## src/rtl/bf_program_loader_if.sv

```systemverilog
`default_nettype none
// ============================================================================
// Module   : bf_program_loader_if
// Brief    : Source-byte handshake and program-memory write bus for the
//            Brainfuck program loader, plus its status outputs.
// Revision : 1.0  initial release
// ============================================================================
interface bf_program_loader_if #(
  parameter int PRGMEM_ADDR_WIDTH = 8
);
  logic                         i_start;
  logic                         i_valid;
  logic [7:0]                   i_data;
  logic                         o_ready;
  logic                         o_prgmem_in;
  logic [PRGMEM_ADDR_WIDTH-1:0] o_prgmem_addr;
  logic [2:0]                   o_prgmem_data;
  logic                         o_busy;
  logic                         o_done;
  logic [1:0]                   o_error;
  logic [PRGMEM_ADDR_WIDTH:0]   o_length;

  // Byte source / controller side
  modport master (
    output i_start, i_valid, i_data,
    input  o_ready, o_prgmem_in, o_prgmem_addr, o_prgmem_data,
    input  o_busy, o_done, o_error, o_length
  );

  // Loader side
  modport slave (
    input  i_start, i_valid, i_data,
    output o_ready, o_prgmem_in, o_prgmem_addr, o_prgmem_data,
    output o_busy, o_done, o_error, o_length
  );
endinterface
`default_nettype wire

```

## src/rtl/bf_program_loader.sv

```systemverilog
`default_nettype none
// ============================================================================
// Module   : bf_program_loader
// Brief    : Accepts ASCII Brainfuck source, encodes the six tape/pointer/loop
//            commands into 3-bit codes, writes them to program memory, checks
//            bracket balance and capacity, and zero-fills the unused tail.
// Revision : 1.0  initial release
// ============================================================================
module bf_program_loader #(
  parameter int PRGMEM_ADDR_WIDTH = 8,
  parameter int MAX_NEST          = 16
) (
  input  wire logic            i_clock,
  input  wire logic            i_reset,
  bf_program_loader_if.slave   bus
);

  localparam int c_DEPTH_W = $clog2(MAX_NEST + 1);
  localparam int c_LEN_W   = PRGMEM_ADDR_WIDTH + 1;

  localparam logic [c_LEN_W-1:0]   c_CAPACITY  = {1'b1, {PRGMEM_ADDR_WIDTH{1'b0}}};
  localparam logic [c_LEN_W-1:0]   c_LAST_ADDR = {1'b0, {PRGMEM_ADDR_WIDTH{1'b1}}};
  localparam logic [c_LEN_W-1:0]   c_LEN_ONE   = c_LEN_W'(1);
  localparam logic [c_DEPTH_W-1:0] c_DEPTH_ONE = c_DEPTH_W'(1);
  localparam logic [c_DEPTH_W-1:0] c_MAX_NEST  = c_DEPTH_W'(MAX_NEST);

  localparam logic [2:0] c_CODE_OPEN  = 3'b111;
  localparam logic [2:0] c_CODE_CLOSE = 3'b110;

  localparam logic [1:0] c_ERR_NONE     = 2'd0;
  localparam logic [1:0] c_ERR_UNMATCH  = 2'd1;
  localparam logic [1:0] c_ERR_UNCLOSED = 2'd2;
  localparam logic [1:0] c_ERR_CAPACITY = 2'd3;

  typedef enum logic [2:0] {
    S_IDLE  = 3'd0,
    S_LOAD  = 3'd1,
    S_FILL  = 3'd2,
    S_DONE  = 3'd3,
    S_ERROR = 3'd4
  } state_t;

  state_t                       r_state,     w_state;
  logic [c_LEN_W-1:0]           r_length,    w_length;
  logic [c_LEN_W-1:0]           r_fill_addr, w_fill_addr;
  logic [c_DEPTH_W-1:0]         r_depth,     w_depth;
  logic [1:0]                   r_error,     w_error;
  logic                         r_wr_en,     w_wr_en;
  logic [PRGMEM_ADDR_WIDTH-1:0] r_wr_addr,   w_wr_addr;
  logic [2:0]                   r_wr_data,   w_wr_data;

  logic       w_is_cmd;
  logic [2:0] w_code;

  // Map the incoming ASCII byte onto its instruction code; anything else is not a command
  always_comb begin
    w_is_cmd = 1'b1;
    w_code   = 3'b000;
    case (bus.i_data)
      8'h2B:   w_code = 3'b011;  // '+'
      8'h2D:   w_code = 3'b010;  // '-'
      8'h3E:   w_code = 3'b101;  // '>'
      8'h3C:   w_code = 3'b100;  // '<'
      8'h5B:   w_code = 3'b111;  // '['
      8'h5D:   w_code = 3'b110;  // ']'
      default: w_is_cmd = 1'b0;
    endcase
  end

  // Next-state, counter and write-port logic
  always_comb begin
    w_state     = r_state;
    w_length    = r_length;
    w_fill_addr = r_fill_addr;
    w_depth     = r_depth;
    w_error     = r_error;
    w_wr_en     = 1'b0;
    w_wr_addr   = r_wr_addr;
    w_wr_data   = r_wr_data;

    case (r_state)
      S_IDLE, S_DONE, S_ERROR: begin
        if (bus.i_start) begin
          w_state     = S_LOAD;
          w_length    = '0;
          w_fill_addr = '0;
          w_depth     = '0;
          w_error     = c_ERR_NONE;
        end
      end

      S_LOAD: begin
        // o_ready is high throughout LOAD, so i_valid alone means a transfer
        if (bus.i_valid) begin
          if (bus.i_data == 8'h00) begin
            if (r_depth != '0) begin
              w_state = S_ERROR;
              w_error = c_ERR_UNCLOSED;
            end else if (r_length == c_CAPACITY) begin
              // Memory already full: nothing left to pad
              w_state = S_DONE;
            end else begin
              w_state     = S_FILL;
              w_fill_addr = r_length;
            end
          end else if (w_is_cmd) begin
            if (w_code == c_CODE_CLOSE && r_depth == '0) begin
              w_state = S_ERROR;
              w_error = c_ERR_UNMATCH;
            end else if (w_code == c_CODE_OPEN && r_depth == c_MAX_NEST) begin
              w_state = S_ERROR;
              w_error = c_ERR_CAPACITY;
            end else if (r_length == c_CAPACITY) begin
              w_state = S_ERROR;
              w_error = c_ERR_CAPACITY;
            end else begin
              w_wr_en   = 1'b1;
              w_wr_addr = r_length[PRGMEM_ADDR_WIDTH-1:0];
              w_wr_data = w_code;
              w_length  = r_length + c_LEN_ONE;
              if (w_code == c_CODE_OPEN) begin
                w_depth = r_depth + c_DEPTH_ONE;
              end else if (w_code == c_CODE_CLOSE) begin
                w_depth = r_depth - c_DEPTH_ONE;
              end
            end
          end
        end
      end

      S_FILL: begin
        w_wr_en   = 1'b1;
        w_wr_addr = r_fill_addr[PRGMEM_ADDR_WIDTH-1:0];
        w_wr_data = 3'b000;
        if (r_fill_addr == c_LAST_ADDR) begin
          w_state = S_DONE;
        end else begin
          w_fill_addr = r_fill_addr + c_LEN_ONE;
        end
      end

      default: w_state = S_IDLE;
    endcase
  end

  // State and datapath registers; reset wins over every other input
  always_ff @(posedge i_clock) begin
    if (i_reset) begin
      r_state     <= S_IDLE;
      r_length    <= '0;
      r_fill_addr <= '0;
      r_depth     <= '0;
      r_error     <= c_ERR_NONE;
      r_wr_en     <= 1'b0;
      r_wr_addr   <= '0;
      r_wr_data   <= 3'b000;
    end else begin
      r_state     <= w_state;
      r_length    <= w_length;
      r_fill_addr <= w_fill_addr;
      r_depth     <= w_depth;
      r_error     <= w_error;
      r_wr_en     <= w_wr_en;
      r_wr_addr   <= w_wr_addr;
      r_wr_data   <= w_wr_data;
    end
  end

  assign bus.o_ready       = (r_state == S_LOAD);
  assign bus.o_busy        = (r_state == S_LOAD) || (r_state == S_FILL);
  assign bus.o_done        = (r_state == S_DONE);
  assign bus.o_error       = r_error;
  assign bus.o_length      = r_length;
  assign bus.o_prgmem_in   = r_wr_en;
  assign bus.o_prgmem_addr = r_wr_addr;
  assign bus.o_prgmem_data = r_wr_data;

endmodule
`default_nettype wire

```

## src/flat_wrapper.sv

```systemverilog
// flat-port wrapper written by rule: the top's interface ports become plain ports
module bf_program_loader_flat 
#(
  parameter int PRGMEM_ADDR_WIDTH = 8,
  parameter int MAX_NEST          = 16
)
  (i_clock, i_reset, bus_i_start, bus_i_valid, bus_i_data, bus_o_ready, bus_o_prgmem_in, bus_o_prgmem_addr, bus_o_prgmem_data, bus_o_busy, bus_o_done, bus_o_error, bus_o_length);
  bf_program_loader_if #(.PRGMEM_ADDR_WIDTH(PRGMEM_ADDR_WIDTH)) bus_i ();
  input  wire logic i_clock;
  input  wire logic i_reset;
  input wire logic [$bits(bus_i.i_start)-1:0] bus_i_start;
  input wire logic [$bits(bus_i.i_valid)-1:0] bus_i_valid;
  input wire logic [$bits(bus_i.i_data)-1:0] bus_i_data;
  output wire logic [$bits(bus_i.o_ready)-1:0] bus_o_ready;
  output wire logic [$bits(bus_i.o_prgmem_in)-1:0] bus_o_prgmem_in;
  output wire logic [$bits(bus_i.o_prgmem_addr)-1:0] bus_o_prgmem_addr;
  output wire logic [$bits(bus_i.o_prgmem_data)-1:0] bus_o_prgmem_data;
  output wire logic [$bits(bus_i.o_busy)-1:0] bus_o_busy;
  output wire logic [$bits(bus_i.o_done)-1:0] bus_o_done;
  output wire logic [$bits(bus_i.o_error)-1:0] bus_o_error;
  output wire logic [$bits(bus_i.o_length)-1:0] bus_o_length;
  assign bus_i.i_start = bus_i_start;
  assign bus_i.i_valid = bus_i_valid;
  assign bus_i.i_data = bus_i_data;
  assign bus_o_ready = bus_i.o_ready;
  assign bus_o_prgmem_in = bus_i.o_prgmem_in;
  assign bus_o_prgmem_addr = bus_i.o_prgmem_addr;
  assign bus_o_prgmem_data = bus_i.o_prgmem_data;
  assign bus_o_busy = bus_i.o_busy;
  assign bus_o_done = bus_i.o_done;
  assign bus_o_error = bus_i.o_error;
  assign bus_o_length = bus_i.o_length;
  bf_program_loader #(.PRGMEM_ADDR_WIDTH(PRGMEM_ADDR_WIDTH), .MAX_NEST(MAX_NEST)) u_core (.i_clock(i_clock), .i_reset(i_reset), .bus(bus_i));
endmodule
```

## config.mk

```make
export PLATFORM = sky130hd
export DESIGN_NAME = bf_program_loader_flat
export DESIGN_NICKNAME = d
export VERILOG_FILES = /design/src/rtl/bf_program_loader_if.sv /design/src/rtl/bf_program_loader.sv /design/src/flat_wrapper.sv
export SDC_FILE = /design/constraint.sdc
export NUM_CORES = 1
export LEC_CHECK = 0
export ABC_CLOCK_PERIOD_IN_PS = 2620
export BUFFER_PORTS_ARGS = -buffer_cell sky130_fd_sc_hd__buf_2
export CAP_MARGIN = 20
export CORE_UTILIZATION = 35
export DETAILED_ROUTE_END_ITERATION = 8
export SETUP_SLACK_MARGIN = 0.02
export SLEW_MARGIN = 20
export SYNTH_ARGS = -nofsm -noshare
export SYNTH_HDL_FRONTEND = slang
export SYNTH_SLANG_ARGS = --single-unit
```

## constraint.sdc

```tcl
create_clock -name i_clock -period 2.62 [get_ports i_clock]
set_clock_uncertainty 0.2 [all_clocks]
set_input_delay 0.524 -clock i_clock [delete_from_list [all_inputs] [get_ports i_clock]]
set_output_delay 0.524 -clock i_clock [all_outputs]
set_load 0.05 [all_outputs]
```

==> key figures, run 1 <==
Detailed routing
  • DR DRC count: 0
  • Total Wirelength: 6970 um
  • Final ANT Viol Nets: 0
  • Vias/cell: 5.48
  • Router iterations before antenna repair: 4
  • Routed WL per cell: 14.2 um
  • Vias: 2683
  • DR iter-0 viols: 71

Global route
  • Met2 Use GR: 34.1%
  • Met3 Use GR: 3.51%
  • Global-route wire length before repair: 11900 um
  • GRT Util Overall: 19.7%
  • Vias in the first global route: 2573
  • Met1 Usage GRT: 25.1%
  • Largest net degree at the start of global routing: 27
  • Total congestion overflow: 0
  • Layer with the highest usage: met2
  • Initial antenna violation count: 0

Power
  • Pwr Total: 0.00230 W
  • Sw Share: 44.2%
  • Clock power share: 17.3%
  • Sw Pwr: 0.00102 W
  • Max VDD drop: 288 uV
  • Pwr/cell area: 709 mW/mm2
  • Gate power share: 51.2%
  • Pint: 0.00128 W
  • Leak: 1.29 nW
  • Flop pwr share: 31.5%

Timing
  • Min cycle time layout: 2520 ps
  • Min Hold Slack: 284 ps
  • Worst-margin pin slew: 718 ps
  • TNS Setup: 0 ps
  • Fin worst setup slack: 104 ps
  • Peak Freq: 397 MHz
  • RSZ-0062 raised after global routing: false
  • Setup Viol. Count Final: 0
  • Post-route clock period utilization: 96.0%
  • Final Hold Vio Count: 0
  • Slew HR: 52.0%
  • Final Max Slew Viols: 0

Place
  • IO Port Bufs: 37
  • Final HPWL DP: 5190 um
  • Setup WS pre-CTS: -128 ps
  • Placed Cells: 483
  • RePlAce Congestion: 0.777

CTS
  • Post-CTS Setup Inserts: 0
  • TritonCTS clock tree: built
  • Clock-pin slew on the worst setup and hold paths: 80 ps
  • Number of hold buffers added after cts: 0
  • H-tree depth: 2
  • CTS Buffer Depth: 2
  • Sink Count: 40
  • Num CTS Buffers: 5
  • Clock root cell: clkbuf_8
  • Clk_lat worst skew: 300 ps
  • # resized after CTS: 0

Worst setup path
  • Reg2Reg Setup Slack: 100 ps
  • R2R depth: 10
  • CP Capture Point: u_core.r_state[2]$_SDFFE_PP0P_
  • Critical Path Fanout Max: 3
  • Critical path launch point type: flip-flop
  • CP startpoint: u_core.r_fill_addr[0]$_SDFFE_PP0P_
  • Critical path type: reg2reg
  • Crit path arrival time: 2540 ps
  • CP Capture Type: flip-flop
  • Reg-to-reg critical path startpoint: u_core.r_fill_addr[0]$_SDFFE_PP0P_
  • Required @ worst endpoint: 2650 ps
  • R2R Path End: u_core.r_state[2]$_SDFFE_PP0P_

Cells and area
  • Layout Nets: 414
  • Fillcell total: 725
  • Most frequent cells in the layout: nand2_1, buf_4, dfxtp_1
  • Area Overhead vs Synth: 26.7%
  • Commonest non-fill, non-tap cell in the layout: nand2_1
  • Final cell count without fillers: 490
  • Layout cell share with drive strength beyond 1: 28.7%
  • Diode count: 0

Floorplan
  • Die width: 87.5 um
  • IO Pins: 38
  • FP Rows: 30
  • Die Ht: 87.5 um
  • Core ar.: 0.00691 mm2
  • Full die area: 0.00765 mm2
  • Initial core utilization: 37.0%

Yosys
  • #FFs+latches synth: 40
  • Post-Syn Area: 0.00256 mm2
  • Asr flop ratio synth: 0%
  • EDFF count, synth: 0
  • Average instance area after synthesis: 7.99 um2
  • Post-synthesis sequential area ratio: 31.3%
  • Post-synthesis net count: 340
  • Netlist cell types: 60
  • Synth Flop Type: dfxtp_1
  • Post-synthesis instance total: 320
  • Yosys Warn Count: 0

Hold path
  • Worst min path class: reg2reg

Outcome
  • Status: complete, no violations

Run
  • Maxcap violations: 0
power groups by stage:
stage,combinational [W],sequential [W],clock (W)
floorplan,0.000709,0.000803,0
global placement,0.00115,0.000733,0
detailed placement,0.00116,0.000736,0
CTS,0.00117,0.000722,0.000406
global route,0.00128,0.000734,0.000428
finish,0.00118,0.000724,0.000398
registers in the layout (all words and copies together) (netlist names):
name	cells
u_core.bus.o_length	9
u_core.r_fill_addr	9
u_core.bus.o_prgmem_addr	8
u_core.r_depth	5
u_core.bus.o_prgmem_data	3
u_core.r_state	3
u_core.bus.o_error	2
u_core.bus.o_prgmem_in	1
critical path, stage by stage (launching register included):
cell	delay [ps]
dfxtp_2	330
ha_2	180
and3_4	200
and3_4	190
and3_1	160
ha_2	190
a2bb2oi_1	160
o32a_1	220
o211ai_2	120
or3_1	330
a21oi_1	160
worst min-delay path by stage:
stage                                                   startpoint                                  endpoint  slack, ps  cells after the start
after global routing      u_core.bus.o_prgmem_addr[4]$_SDFFE_PP0P_  u_core.bus.o_prgmem_addr[4]$_SDFFE_PP0P_        310                      2
final                     u_core.bus.o_prgmem_addr[3]$_SDFFE_PP0P_  u_core.bus.o_prgmem_addr[3]$_SDFFE_PP0P_        280                      2
after global placement          u_core.r_fill_addr[8]$_SDFFE_PP0P_        u_core.r_fill_addr[8]$_SDFFE_PP0P_        260                      2
after detailed placement  u_core.bus.o_prgmem_addr[4]$_SDFFE_PP0P_  u_core.bus.o_prgmem_addr[4]$_SDFFE_PP0P_        270                      2
after CTS                       u_core.r_fill_addr[8]$_SDFFE_PP0P_        u_core.r_fill_addr[8]$_SDFFE_PP0P_        290                      2
after floorplan                 u_core.r_fill_addr[8]$_SDFFE_PP0P_        u_core.r_fill_addr[8]$_SDFFE_PP0P_        250                      2
Yosys cell counts (all sizes together) (4+ instances only):
| library cell | instances | area [um2] |
|---|---|---|
| nand2 | 56 | 210 |
| dfxtp | 40 | 801 |
| nor2 | 24 | 90.1 |
| a21oi | 18 | 90.1 |
| o21ai | 16 | 80.1 |
| clkbuf | 11 | 41.3 |
| a211o | 10 | 87.6 |
| nand3 | 9 | 45.0 |
| or4 | 9 | 71.3 |
| a31oi | 8 | 50.1 |
| inv | 8 | 30.0 |
| buf | 7 | 53.8 |
| ha | 7 | 87.6 |
| nand4 | 7 | 43.8 |
| a211oi | 6 | 50.1 |
| and3 | 6 | 37.5 |
| nor3 | 6 | 30.0 |
| a22o | 5 | 43.8 |
| and4 | 5 | 43.8 |
| o211ai | 5 | 42.5 |
| a21o | 4 | 30.0 |
| mux2i | 4 | 40.0 |
| nor4 | 4 | 40.0 |
| or3 | 4 | 25.0 |
stage by stage:
step | cell area, um2 | util (%)
after floorplan | 2560 | -
after global placement | 3140 | 45.5
after detailed placement | 3140 | 45.5
after CTS | 3220 | 46.6
after global routing | 3240 | 46.9
final | 3240 | 46.9
metal layers:
layer	wire length, um	vias up
met5	0	-
met4	58	0
met3	248	8
met2	3460	42
met1	3210	1289
li1	-	1344
cell families (layout without fill, tap and decap cells):
group                    after synthesis  count (layout)  share of synthesized area [%]
flip-flops                            40              40                           31.3
multiplexers                           5               5                           2.01
AO/OA/AOI/OAI                         92              92                           26.4
buffers and inverters                 26             100                           4.89
AND/OR/NAND/NOR                      144             144                           29.4
adder cells (fa/ha/maj)                8               8                           4.21
XOR/XNOR                               5               5                           1.71
layout make-up:
class | count | area, um2 | share of cell area, %
clock buffer | 6 | 72.6 | 2.24
clock inverter | 1 | 5.00 | 0.154
inverter | 8 | 30.0 | 0.927
multi-input combinational | 254 | 1650 | 50.9
sequential | 40 | 803 | 24.8
tap | 96 | 120 | 3.71
timing repair buffer | 85 | 558 | 17.2
Note: power is estimated with default switching activity, not from simulation.
==> inputs of run 2 (changes only) <==
--- a/config.mk
+++ b/config.mk
@@ -10,7 +10,8 @@
 export CAP_MARGIN = 20
 export CORE_UTILIZATION = 35
 export DETAILED_ROUTE_END_ITERATION = 8
-export SETUP_SLACK_MARGIN = 0.02
+export MAX_ROUTING_LAYER = met4
+export REMOVE_ABC_BUFFERS = 1
 export SLEW_MARGIN = 20
 export SYNTH_ARGS = -nofsm -noshare
 export SYNTH_HDL_FRONTEND = slang
==> run 2 against run 1 <==
Against the previous run: count of clock-buffer cells in the layout is 1 higher; routed wire length increased by 2.4%; cell count is 0.20% lower; clock power up 11%; power is 1.8% higher; first-iteration DRC count grew to 3.1 times the previous value; critical path depth stayed put; sequential power is 0.6% lower; via count rose by 0.26%; hold slack got worse by 29 ps; utilization is 0.11 points lower; critical endpoint is now u_core.r_depth[4]$_SDFFE_PP0P_; largest power group unchanged.
==> key figures, run 2 (synthesized netlist as in run 1, its figures left out) <==
Worst setup path
  • Critical-path top delay cell: fa_1 (was dfxtp_2)
  • Crit path arrival time: 2500 ps (was 2540 ps)
  • Cell family with most CP delay: compound AO/OA/AOI/OAI gates (was simple AND/OR/NAND/NOR gates)
  • Critical Path Fanout Max: 4 (was 3)
  • Worst path bufs/invs: 1 (was 0)
  • Critical path type: in2reg (was reg2reg)
  • Crit path cell chain: buf_2, and4bb_2, nand2_1, fa_1, a21o_1, a21oi_1, xnor2_1, nor3_1, a211o_1, a22o_1 (was ha_2, and3_4, and3_4, and3_1, ha_2, a2bb2oi_1, o32a_1, o211ai_2, or3_1, a21oi_1)
  • Reg-to-reg critical path startpoint: u_core.r_fill_addr[1]$_SDFFE_PP0P_ (was u_core.r_fill_addr[0]$_SDFFE_PP0P_)
  • CP startpoint: bus_i_data[7] (was u_core.r_fill_addr[0]$_SDFFE_PP0P_)
  • CP Capture Type: flip-flop (unchanged)
  • Critical path launch point type: primary input (was flip-flop)
  • Worst path max stage delay: 420 ps (was 330 ps)
  • Required @ worst endpoint: 2610 ps (was 2650 ps)

Detailed routing
  • DR iter-0 viols: 218 (was 71)
  • Router iterations before antenna repair: 5 (was 4)
  • Final ANT Viol Nets: 0 (unchanged)
  • Vias/cell: 5.50 (was 5.48)
  • Total Wirelength: 7140 um (was 6970 um)
  • Routed WL per cell: 14.6 um (was 14.2 um)
  • Vias: 2690 (was 2683)
  • DR DRC count: 0 (unchanged)

CTS
  • Num CTS Buffers: 5 (unchanged)
  • Clk_lat worst skew: 300 ps (about the same)
  • TritonCTS clock tree: built (unchanged)
  • Number of hold buffers added after cts: 0 (unchanged)
  • Post-CTS Setup Inserts: 0 (unchanged)
  • Clock root cell: clkbuf_8 (unchanged)
  • # resized after CTS: 0 (unchanged)
  • CTS Buffer Depth: 2 (unchanged)
  • H-tree depth: 2 (unchanged)
  • Clock-pin slew on the worst setup and hold paths: 80 ps (about the same)
  • Sink Count: 40 (unchanged)

Outcome
  • Status: complete, no violations (unchanged)

Run
  • Maxcap violations: 0 (unchanged)

Timing
  • Min cycle time layout: 2510 ps (was 2520 ps)
  • Peak Freq: 398 MHz (was 397 MHz)
  • Post-route clock period utilization: 95.8% (was 96.0%)
  • Slew HR: 56.6% (was 52.0%)
  • RSZ-0062 raised after global routing: false (unchanged)
  • Fin worst setup slack: 109 ps (was 104 ps)
  • Final Hold Vio Count: 0 (unchanged)
  • Worst-margin pin slew: 650 ps (was 718 ps)
  • Final Max Slew Viols: 0 (unchanged)
  • Setup Viol. Count Final: 0 (unchanged)

Hold path
  • Worst min path class: reg2reg (unchanged)
  • Hold path startpoint: u_core.bus.o_error[1]$_SDFFE_PP0P_ (was u_core.bus.o_prgmem_addr[3]$_SDFFE_PP0P_)

Global route
  • GRT Util Overall: 21.0% (was 19.7%)
  • Largest net degree at the start of global routing: 16 (was 27)
  • Total congestion overflow: 0 (unchanged)
  • Initial antenna violation count: 0 (unchanged)
  • Vias in the first global route: 2464 (was 2573)
  • Global-route wire length before repair: 12100 um (was 11900 um)

Place
  • IO Port Bufs: 37 (unchanged)
  • Setup WS pre-CTS: -192 ps (was -128 ps)
  • Cell Area, Placed: 0.00312 mm2 (was 0.00314 mm2)
  • Placed Cells: 481 (was 483)
  • Final HPWL DP: 5270 um (was 5190 um)
  • RePlAce Congestion: 0.820 (was 0.777)

Floorplan
  • Initial core utilization: 37.0% (unchanged)
  • FP Rows: 30 (unchanged)
  • Die Ht: 87.5 um (unchanged)
  • IO Pins: 38 (unchanged)
  • Full die area: 0.00765 mm2 (unchanged)
  • Core ar.: 0.00691 mm2 (unchanged)
  • Die width: 87.5 um (unchanged)

Cells and area
  • Layout cell share with drive strength beyond 1: 27.5% (was 28.7%)
  • Fillcell total: 720 (was 725)
  • Layout Nets: 412 (was 414)
  • Most frequent cells in the layout: nand2_1, buf_4, dfxtp_1 (unchanged)
  • Commonest non-fill, non-tap cell in the layout: nand2_1 (unchanged)
  • Diode count: 0 (unchanged)
  • Finished Cell Area: 0.00323 mm2 (was 0.00324 mm2)
  • Area Overhead vs Synth: 26.4% (was 26.7%)
  • Final cell count without fillers: 489 (was 490)

Power
  • Leak: 1.28 nW (was 1.29 nW)
  • Pwr/cell area: 724 mW/mm2 (was 709 mW/mm2)
  • Pwr Total: 0.00234 W (was 0.00230 W)
  • Max VDD drop: 291 uV (was 288 uV)
## run 2: cell count changes in the layout (fill, tap and decap cells not counted), sizes merged
cell	change
buf	-2
clkbuf	+1
clkinv	-1
clkinvlp	+1
## run 2: cell type report
| cell class | instances | area (um2) | area share (%) |
|---|---|---|---|
| inverters | 8 | 30.0 | 0.929 |
| repair buffers | 83 | 543 | 16.8 |
| multi-input cells | 254 | 1640 | 50.8 |
| flip-flops and latches | 40 | 802 | 24.8 |
| clock inverters | 1 | 7.51 | 0.232 |
| well taps | 96 | 120 | 3.72 |
| clock buffers | 7 | 86.3 | 2.67 |
## run 2: worst reg2reg max path, cell delays in order (launching register included)
cell       delay (ps)
dfxtp_2           360
ha_2              200
and3_4            200
and3_4            200
and3_1            160
ha_1              170
a2bb2oi_1         170
o32a_1            200
o211ai_2          100
or3_1             320
a21oi_1           130
## run 2: path summary, 6_finish.rpt
path / end / slack (ps) / depth (start not counted)
setup / recovery: u_core.r_depth[4]$_SDFFE_PP0P_ / 110 / 10
hold / removal: u_core.bus.o_error[1]$_SDFFE_PP0P_ / 260 / 2
setup reg to reg: u_core.r_state[2]$_SDFFE_PP0P_ / 160 / 10
hold reg to reg: u_core.bus.o_error[1]$_SDFFE_PP0P_ / 260 / 2
## run 2: power breakdown
part           switching (W)  internal, W  leakage, nW  total (W)
clock               0.000229     0.000214       0.0445   0.000443
combinational       0.000745     0.000431        0.915    0.00118
sequential         0.0000547     0.000666        0.324   0.000720
total                0.00103      0.00131         1.28    0.00234
## run 2: through the flow
step	hold WS (ps)	utilization [%]	setup TNS [ps]
3_3_place_gp	246	45.2	-1180
5_1_grt	290	46.8	0
2_1_floorplan	237	-	-1640
3_5_place_dp	250	45.2	-943
6_report	256	46.8	0
4_1_cts	261	46.6	0
## run 2: metal layers
layer / vias up / track usage, % / routed length [um]
met2: 67 / 31.0 / 3230
met1: 1275 / 28.4 / 3530
met5: - / - / 0
li1: 1342 / - / -
met4: 0 / 5.66 / 80
met3: 6 / 5.02 / 300
==> inputs of run 3 (changes only) <==
--- a/config.mk
+++ b/config.mk
@@ -5,7 +5,7 @@
 export SDC_FILE = /design/constraint.sdc
 export NUM_CORES = 1
 export LEC_CHECK = 0
-export ABC_CLOCK_PERIOD_IN_PS = 2620
+export ABC_CLOCK_PERIOD_IN_PS = 2300
 export BUFFER_PORTS_ARGS = -buffer_cell sky130_fd_sc_hd__buf_2
 export CAP_MARGIN = 20
 export CORE_UTILIZATION = 35
==> constraint.sdc (replaced) <==
create_clock -name i_clock -period 2.3 [get_ports i_clock]
set_clock_uncertainty 0.2 [all_clocks]
set_input_delay 0.46 -clock i_clock [delete_from_list [all_inputs] [get_ports i_clock]]
set_output_delay 0.46 -clock i_clock [all_outputs]
set_load 0.05 [all_outputs]
==> run 3 against run 2 <==
Against the previous run: the run now ends with setup timing left; register-to-register slack worse by 170 ps; sequential cell count stayed put; utilization is 8.0 points higher; via count is 5.9% higher; final area is 17% higher; hold slack better by 4.4 ps; count of clock-buffer cells in the layout is 1 lower; clock power is 41% higher; setup slack worse by 150 ps; power is 34% higher; sequential share of layout area is 3.6 points lower; critical endpoint unchanged.
==> key figures, run 3 (synthesized netlist as in run 1, its figures left out) <==
Power
  • Pwr/cell area: 829 mW/mm2 (was 724 mW/mm2)
  • Max VDD drop: 415 uV (was 291 uV)
  • Leak: 1.55 nW (was 1.28 nW)

Floorplan
  • Full die area: 0.00765 mm2 (unchanged)
  • Core ar.: 0.00691 mm2 (unchanged)
  • IO Pins: 38 (unchanged)
  • Die Ht: 87.5 um (unchanged)
  • Die width: 87.5 um (unchanged)
  • Initial core utilization: 37.0% (unchanged)
  • FP Rows: 30 (unchanged)

Place
  • Final HPWL DP: 5550 um (was 5270 um)
  • RePlAce Congestion: 0.872 (was 0.820)
  • IO Port Bufs: 37 (unchanged)
  • Setup WS pre-CTS: -456 ps (was -192 ps)
  • Placed Cells: 508 (was 481)

CTS
  • Clock root cell: clkbuf_8 (unchanged)
  • Clk_lat worst skew: 300 ps (about the same)
  • Clock-pin slew on the worst setup and hold paths: 80 ps (about the same)
  • TritonCTS clock tree: built (unchanged)
  • CTS Buffer Depth: 2 (unchanged)
  • Num CTS Buffers: 5 (unchanged)
  • Number of hold buffers added after cts: 0 (unchanged)
  • Sink Count: 40 (unchanged)
  • H-tree depth: 2 (unchanged)

Global route
  • Total congestion overflow: 0 (unchanged)
  • Global-route wire length before repair: 12800 um (was 12100 um)
  • GRT Util Overall: 22.0% (was 21.0%)
  • Initial antenna violation count: 0 (unchanged)
  • Largest net degree at the start of global routing: 24 (was 16)
  • Vias in the first global route: 2673 (was 2464)

Cells and area
  • Fin util: 54.8% (was 46.8%)
  • Area Overhead vs Synth: 48.2% (was 26.4%)
  • Layout Nets: 445 (was 412)
  • Most frequent cells in the layout: buf_4, nand2_1, dfxtp_1 (was nand2_1, buf_4, dfxtp_1)
  • Commonest non-fill, non-tap cell in the layout: buf_4 (was nand2_1)
  • Layout cell share with drive strength beyond 1: 41.3% (was 27.5%)
  • Final cell count without fillers: 522 (was 489)
  • Diode count: 0 (unchanged)

Detailed routing
  • Router iterations before antenna repair: 4 (was 5)
  • DR DRC count: 0 (unchanged)
  • Routed WL per cell: 15.3 um (was 14.6 um)
  • Vias/cell: 5.46 (was 5.50)
  • DR iter-0 viols: 190 (was 218)
  • Total Wirelength: 7970 um (was 7140 um)
  • Vias: 2848 (was 2690)
  • Final ANT Viol Nets: 0 (unchanged)

Timing
  • Fin worst setup slack: -42.3 ps (was 109 ps)
  • Min Hold Slack: 260 ps (was 256 ps)
  • Slew HR: 65.4% (was 56.6%)
  • Final Max Slew Viols: 0 (unchanged)
  • Min cycle time layout: 2340 ps
  • Peak Freq: 427 MHz
  • Final Hold Vio Count: 0 (unchanged)
  • Worst-margin pin slew: 517 ps (was 650 ps)
  • RSZ-0062 raised after global routing: true (was false)
  • Post-route clock period utilization: 102%
  • Setup Viol. Count Final: 3 (was 0)

Worst setup path
  • Crit path arrival time: 2320 ps (was 2500 ps)
  • Critical Path Fanout Max: 4 (unchanged)
  • Required @ worst endpoint: 2280 ps (was 2610 ps)
  • Reg2Reg Setup Slack: -10 ps (was 160 ps)
  • Reg-to-reg critical path startpoint: u_core.r_fill_addr[1]$_SDFFE_PP0P_ (unchanged)
  • CP startpoint: bus_i_data[5] (was bus_i_data[7])
  • Critical path launch point type: primary input (unchanged)
  • CP Capture Type: flip-flop (unchanged)
  • Critical path type: in2reg (unchanged)

Hold path
  • Worst min path class: reg2reg (unchanged)
  • Hold path startpoint: u_core.bus.o_error[1]$_SDFFE_PP0P_ (unchanged)

Outcome
  • Failing checks: setup timing
  • Status: finished with violations (was complete, no violations)

Run
  • Maxcap violations: 0 (unchanged)
## run 3: changes by cell type in the layout (fill, tap and decap cells not counted), sizes merged
cell | previous run | this run
buf | 83 | 115
bufinv | 0 | 1
clkbuf | 7 | 6
clkinv | 0 | 1
clkinvlp | 1 | 0
o2bb2ai | 2 | 3
## run 3: report_power, final
part | leakage [nW] | total, W | internal, W | switching [W]
Clock | 0.0614 | 0.000625 | 0.000355 | 0.000269
Combinational | 1.16 | 0.00172 | 0.000696 | 0.00102
Sequential | 0.325 | 0.000796 | 0.000760 | 0.0000362
## run 3: repair_timing
action / in CTS / in global routing
pin swaps: 12 / 27
cloned: 1 / 1
buffers inserted: 2 / 2
gates resized for setup: 22 / 43
endpoints found under the setup margin: 22 / 34
## run 3: layout make-up
type,count,area (um2)
Inverter,8,30.0
Clock inverter,2,38.8
Timing Repair Buffer,115,858
Multi-Input combinational cell,255,1850
Clock buffer,6,82.6
Tap cell,96,120
Sequential cell,40,805
Fill cell,661,3120
## run 3: path summary, 6_finish.rpt
kind | endpoint | depth (start not counted)
max | u_core.r_depth[4]$_SDFFE_PP0P_ | 10
min | u_core.bus.o_error[1]$_SDFFE_PP0P_ | 2
max reg2reg | u_core.r_state[2]$_SDFFE_PP0P_ | 10
min reg2reg | u_core.bus.o_error[1]$_SDFFE_PP0P_ | 2
## run 3: stage by stage
stage | cell area [um2] | power, W | setup TNS [ps]
2_1_floorplan | 2460 | 0.00163 | -8350
3_3_place_gp | 3350 | 0.00226 | -9480
3_5_place_dp | 3350 | 0.00228 | -9480
4_1_cts | 3590 | 0.00297 | -58.8
5_1_grt | 3790 | 0.00332 | -1640
6_report | 3790 | 0.00314 | -67.0
## run 3: worst max-delay path: stages
cell and delay [ps]:
buf_6 90, and4bb_2 340, nand2_4 80, fa_2 340, a21o_1 190, a21oi_2 150, xnor2_1 150, nor3_1 60
a211o_1 240, a22o_1 230
## run 3: per-layer routing
| metal | track usage [%] | part of all wire [%] | up-vias |
|---|---|---|---|
| li1 | - | - | 1419 |
| met1 | 29.9 | 47 | 1357 |
| met2 | 34.2 | 48 | 64 |
| met3 | 3.41 | 3.8 | 8 |
| met4 | 5.22 | 1.1 | 0 |
| met5 | - | 0 | - |
